<file path="src/rtl/mux_arbiter_pkg.sv">
// Shared definitions for the two-requester burst arbiter: FSM encodings,
// source identifiers and a small helper used when handing priority over.
package mux_arbiter_pkg;

    typedef enum logic [1:0] {
        ST_IDLE = 2'd0,
        ST_OWN0 = 2'd1,
        ST_OWN1 = 2'd2
    } state_e;

    localparam logic SRC0 = 1'b0;
    localparam logic SRC1 = 1'b1;

    // Priority after a release always points at the requester that did not own the grant.
    function automatic logic other_src(input logic src);
        return ~src;
    endfunction

endpackage

</file>
<file path="src/rtl/mux_arbiter_mux.sv">
// The 2:1 datapath Mux: op1 is selected when sel is SRC0, op2 when sel is SRC1.
module mux_arbiter_mux
    import mux_arbiter_pkg::*;
#(
    parameter int DATA_W = 32
) (
    input  logic [DATA_W-1:0] op1,
    input  logic [DATA_W-1:0] op2,
    input  logic              sel,
    output logic [DATA_W-1:0] res
);

    generate
        for (genvar gi = 0; gi < DATA_W; gi++) begin : g_bit
            assign res[gi] = (sel == SRC1) ? op2[gi] : op1[gi];
        end
    endgenerate

endmodule

</file>
<file path="src/rtl/mux_arbiter.sv">
// Round-robin, burst-aware arbiter sharing one datapath channel between two
// producers; the granted word is registered toward a valid/ready consumer.
module mux_arbiter
    import mux_arbiter_pkg::*;
#(
    parameter int DATA_W    = 32,
    parameter int MAX_BURST = 8,
    parameter int CNT_W     = 8
) (
    input  logic              clk,
    input  logic              rst,
    input  logic              req0_valid,
    input  logic [DATA_W-1:0] req0_data,
    input  logic              req0_last,
    output logic              req0_ready,
    input  logic              req1_valid,
    input  logic [DATA_W-1:0] req1_data,
    input  logic              req1_last,
    output logic              req1_ready,
    output logic              out_valid,
    output logic [DATA_W-1:0] out_data,
    output logic              out_src,
    input  logic              out_ready,
    output logic              selM,
    output logic              burst_abort
);

    state_e            state_q, state_d;
    logic              prio_q, prio_d;
    logic [CNT_W-1:0]  beat_cnt_q, beat_cnt_d;
    logic              out_valid_q, out_valid_d;
    logic [DATA_W-1:0] out_data_q, out_data_d;
    logic              out_src_q, out_src_d;
    logic              burst_abort_q, burst_abort_d;

    logic              sel_m;
    logic              grant_valid;
    logic              grant_last;
    logic              grant_ready;
    logic              transfer;
    logic              cap_hit;
    logic              release_grant;
    logic [CNT_W:0]    beat_inc;
    logic [DATA_W-1:0] mux_res;

    mux_arbiter_mux #(
        .DATA_W (DATA_W)
    ) u_mux (
        .op1 (req0_data),
        .op2 (req1_data),
        .sel (sel_m),
        .res (mux_res)
    );

    always_ff @(posedge clk) begin
        if (rst) begin
            state_q <= ST_IDLE;
        end else begin
            state_q <= state_d;
        end
    end

    // Ready is only offered by the owner, and only when the output register can take a word.
    always_comb begin
        sel_m      = SRC0;
        req0_ready = 1'b0;
        req1_ready = 1'b0;
        case (state_q)
            ST_OWN0: req0_ready = !out_valid_q || out_ready;
            ST_OWN1: begin
                sel_m      = SRC1;
                req1_ready = !out_valid_q || out_ready;
            end
            default: ;
        endcase
    end

    assign grant_valid   = (sel_m == SRC1) ? req1_valid : req0_valid;
    assign grant_last    = (sel_m == SRC1) ? req1_last  : req0_last;
    assign grant_ready   = req0_ready | req1_ready;
    assign transfer      = grant_valid & grant_ready;
    assign beat_inc      = {1'b0, beat_cnt_q} + (CNT_W + 1)'(1);
    assign cap_hit       = (beat_inc == (CNT_W + 1)'(MAX_BURST));
    assign release_grant = transfer & (grant_last | cap_hit);

    always_comb begin
        state_d = state_q;
        case (state_q)
            ST_IDLE: begin
                if (req0_valid && req1_valid) begin
                    state_d = (prio_q == SRC1) ? ST_OWN1 : ST_OWN0;
                end else if (req0_valid) begin
                    state_d = ST_OWN0;
                end else if (req1_valid) begin
                    state_d = ST_OWN1;
                end
            end
            ST_OWN0, ST_OWN1: begin
                if (release_grant) begin
                    state_d = ST_IDLE;
                end
            end
            default: state_d = ST_IDLE;
        endcase
    end

    always_comb begin
        prio_d        = prio_q;
        beat_cnt_d    = beat_cnt_q;
        out_valid_d   = out_valid_q;
        out_data_d    = out_data_q;
        out_src_d     = out_src_q;
        burst_abort_d = 1'b0;

        if (transfer) begin
            out_valid_d = 1'b1;
            out_data_d  = mux_res;
            out_src_d   = sel_m;
            beat_cnt_d  = beat_inc[CNT_W-1:0];
        end else if (out_valid_q && out_ready) begin
            out_valid_d = 1'b0;
        end

        // A cap release without last leaves the rest of the burst to a later grant.
        if (release_grant) begin
            prio_d        = other_src(sel_m);
            beat_cnt_d    = '0;
            burst_abort_d = !grant_last;
        end
    end

    always_ff @(posedge clk) begin
        if (rst) begin
            prio_q        <= SRC0;
            beat_cnt_q    <= '0;
            out_valid_q   <= 1'b0;
            out_data_q    <= '0;
            out_src_q     <= SRC0;
            burst_abort_q <= 1'b0;
        end else begin
            prio_q        <= prio_d;
            beat_cnt_q    <= beat_cnt_d;
            out_valid_q   <= out_valid_d;
            out_data_q    <= out_data_d;
            out_src_q     <= out_src_d;
            burst_abort_q <= burst_abort_d;
        end
    end

    assign selM        = sel_m;
    assign out_valid   = out_valid_q;
    assign out_data    = out_data_q;
    assign out_src     = out_src_q;
    assign burst_abort = burst_abort_q;

endmodule

</file>
<file path="config.mk">
export PLATFORM = sky130hd
export DESIGN_NAME = mux_arbiter
export DESIGN_NICKNAME = d
export VERILOG_FILES = /design/src/rtl/mux_arbiter_pkg.sv /design/src/rtl/mux_arbiter_mux.sv /design/src/rtl/mux_arbiter.sv
export SDC_FILE = /design/constraint.sdc
export NUM_CORES = 1
export LEC_CHECK = 0
export ABC_AREA = 1
export CORE_ASPECT_RATIO = 1.5
export CORE_UTILIZATION = 37
export CTS_BUF_LIST = sky130_fd_sc_hd__clkbuf_4 sky130_fd_sc_hd__clkbuf_8
export DETAILED_ROUTE_END_ITERATION = 16
export PLACE_DENSITY = 0.84
export RECOVER_POWER = 25
export SLEW_MARGIN = 15
export SYNTH_ARGS = -nofsm -noshare
export SYNTH_HDL_FRONTEND = slang
export SYNTH_SLANG_ARGS = --single-unit
</file>
<file path="constraint.sdc">
create_clock -name clk -period 1.73 [get_ports clk]
set_clock_uncertainty 0.15 [all_clocks]
set_input_delay 0.346 -clock clk [delete_from_list [all_inputs] [get_ports clk]]
set_output_delay 0.346 -clock clk [all_outputs]
set_load 0.01 [all_outputs]
</file>
==> results.cfg <==
[cells_and_area]
ff_latch_area_um2 = 932
fillers = 458
multi_input_area_um2 = 1220
drive_above_1_share = 0.210
areaGrowthSynthToFinish_pct = 73.7
diodes = 0
nets = 509

[placed_design]
pre_cts_slack_ns = -0.422
hpwl_mm = 4.66
place_congestion = 0.805
port_buffers = 108

[yosys]
synth_top_area_share = 0.423
ys.flop_type = dfxtp_1
synthSimpleGateAreaFrac = 0.246
netlist_area_um2 = 2180
synth.area.mux_share = 0.00460
synth-compound-area-share = 0.211
ys_ff_latch = 46
ys_top_cells_by_count = nand2_1, dfxtp_1, a31oi_1
synth_top_family_by_area = simple AND/OR/NAND/NOR gates
yosysUniqueCellTypes = 27
synth_fa_ha_area_frac = 0.0287
synth.most_common_cell = nand2_1
async_flop_share = 0
synth_xor_area_frac = 0.00805
avgSynthCellArea_um2 = 7.26
ys.warnings.count = 0
syn-num-nets = 376
netlist_instances = 300
synth_edf_count = 0
synth_top_area_cell = dfxtp_1
yosysSeqAreaShare = 0.423
netlist_top_cells_area = dfxtp_1, nand2_1, a31oi_1, o21ai_0, ha_1

[worst_setup_path]
ff2ff_setup_slack_ns = -0.05
crit_arrival_ns = 1.81
regToRegEndpoint = state_q[1]$_SDFFE_PP0P_
critPathLaunchType = flip-flop
end_kind = flip-flop
critPathKind = flip-flop to flip-flop
r2r_start = beat_cnt_q[0]$_SDFFE_PP0P_
worstPathMaxFanout = 4
required_ns = 1.76
r2r_cells = 12

[pwr]
pwr-share-comb = 0.523
peakVddDrop_mv = 0.729
power_frac_clock = 0.143
switchingPower_mw = 1.78
p_per_area_nw_per_um2 = 1270
p_leak_nw = 1.55
p_int_mw = 3.03
finalPower_mw = 4.81
swShare = 0.370
power_frac_seq = 0.333

[floorplan]
rows = 33
die_y_um = 95.9
dieArea_um2 = 6200
die_w_um = 64.6
start_util = 0.391
io_pins = 109
fp.coreArea_um2 = 5570

[timing]
fmax_mhz = 562
setup_viol = 2
finalHoldViolCount = 0
setup_ws_ns = -0.0495
post-route-min-period_ns = 1.78
drv_slew = 0
tightest_slew_ns = 0.243
relSlewSlack = 0.833
fin_setup_tns_ns = -0.0899
hold_ws_ns = 0.282
post-route-period-util = 1.03
rsz0062_at_grt = yes

[min_path]
worstHoldStart = out_ready
min_path_cells = 5
holdPathEnd = out_valid$_SDFFE_PP0P_
hold_path.class = primary input to flip-flop

[route]
drtPass1Iterations = 6
viasPerCell = 5.04
route.detailed.drc = 0
drt_wl_total_mm = 6.73
wl_per_cell_um = 13.3
num_vias = 2541
drt_iter0_markers = 90
antenna_left = 0

[global_routing]
overflow = 0
grt_pass1_vias = 2460
grt_max_degree = 32
grt_pass1_wl_mm = 11.0
grt_util_all_layers = 0.226
antenna_found_initial = 0

[cts]
cts_hold_buf = 0
cts_tree = built
cts_buffer_depth = 2
numCtsBuffers = 5
insertion_delay_ns = 0.29
numClockSinks = 46
htree_levels = 2
cts-root-buf = clkbuf_8
cts.clk_slew.worst_paths_ns = 0.09

[run_status]
status = finished, violations left
violations = negative setup slack

[flow_run]
maxCapViolCount = 0
-- cell families (layout without fill, tap and decap cells) --
logic type	after synthesis	after routing
AOI/OAI and AO/OA	81	81
xor gates and xnor gates	2	2
adders and majority gates	5	5
buffers and inverters	37	171
DFF	46	46
muxes	1	1
and+or+nand+nor	128	128
-- per-layer routing --
| metal | share of wire | track usage | vias to the layer above |
|---|---|---|---|
| met3 | 0.043 | 0.0415 | 23 |
| met4 | 0.039 | 0.119 | 0 |
| met5 | 0 | 0 | - |
| met1 | 0.38 | 0.246 | 1159 |
| met2 | 0.54 | 0.413 | 86 |
| li1 | - | - | 1273 |
-- worst max-delay path, cell delays in order, from the launching register on --
cell	delay [ns]
dfxtp_4	0.38
ha_4	0.16
nand3_4	0.10
o21ai_2	0.12
nand2_1	0.08
nor2_1	0.12
nand3_1	0.10
nand2_2	0.11
nand2_4	0.09
nand2_4	0.08
nand3_1	0.06
nand2_1	0.07
nor2_1	0.04
-- cell type report --
class	instances	area share
sequential	46	0.247
multi-input combinational	217	0.324
inverter	19	0.0208
clock inverter	1	0.00132
tap	70	0.0232
clock buffer	7	0.0238
timing repair buffer	144	0.360
-- timing repair --
item	CTS	global route
pin swaps	5	12
resized for setup	41	43
setup buffers	8	6
cloned	2	1
setup endpoints to repair	47	53
-- power by group through the flow --
stage / Clock (mW) / Sequential [mW] / Combinational (mW)
2_1_floorplan: 0 / 1.73 / 0.983
3_3_place_gp: 0 / 1.58 / 2.22
3_5_place_dp: 0 / 1.59 / 2.26
4_1_cts: 0.707 / 1.59 / 2.53
5_1_grt: 0.765 / 1.65 / 2.72
6_report: 0.690 / 1.60 / 2.52
-- sequential cells by signal (all words and copies together) (netlist names) --
| name | flops |
|---|---|
| out_src | 1 |
| prio_q | 1 |
| beat_cnt_q | 8 |
| burst_abort | 1 |
| state_q | 2 |
| out_data | 32 |
| out_valid | 1 |
-- worst max-delay path by stage --
stage                               startpoint  slack (ns)                 endpoint
floorplan              state_q[0]$_SDFFE_PP0P_        0.01  state_q[0]$_SDFFE_PP0P_
global placement                     out_ready       -0.39               req1_ready
detailed placement                   out_ready       -0.42               req1_ready
CTS                 beat_cnt_q[1]$_SDFFE_PP0P_       -0.04  state_q[0]$_SDFFE_PP0P_
global route        beat_cnt_q[0]$_SDFFE_PP0P_       -0.18  state_q[1]$_SDFFE_PP0P_
finish              beat_cnt_q[0]$_SDFFE_PP0P_       -0.05  state_q[1]$_SDFFE_PP0P_
-- cell usage in the layout, fill, tap and decap left out, types with 2 or more instances in the layout --
cell type | Yosys | layout
ha_4 | 0 | 2
buf_2 | 5 | 4
inv_2 | 3 | 4
a21oi_1 | 12 | 9
clkbuf_8 | 0 | 6
dfxtp_2 | 0 | 6
nor2_4 | 1 | 2
clkdlybuf4s50_1 | 0 | 92
a21oi_2 | 1 | 4
nor2_1 | 14 | 10
nor2_2 | 0 | 3
o21ai_2 | 0 | 6
clkdlybuf4s25_1 | 0 | 7
nand2_4 | 2 | 5
inv_1 | 16 | 13
buf_12 | 0 | 2
ha_1 | 5 | 3
o21ai_1 | 12 | 15
dfxtp_1 | 46 | 39
nand2_2 | 3 | 4
a31oi_1 | 32 | 31
o21ai_0 | 22 | 12
nand3_1 | 10 | 10
buf_4 | 1 | 24
buf_6 | 3 | 8
nand2_1 | 95 | 91
clkbuf_1 | 9 | 4
-- through the flow --
stage / cells / utilization / area [µm²]
final: 504 / 0.678 / 3780
after global routing: 504 / 0.678 / 3780
after CTS: 500 / 0.669 / 3730
after detailed placement: 482 / 0.619 / 3450
after global placement: 482 / 0.619 / 3450
after floorplan: 300 / - / 2200
Note: power is estimated with default switching activity, not from simulation.
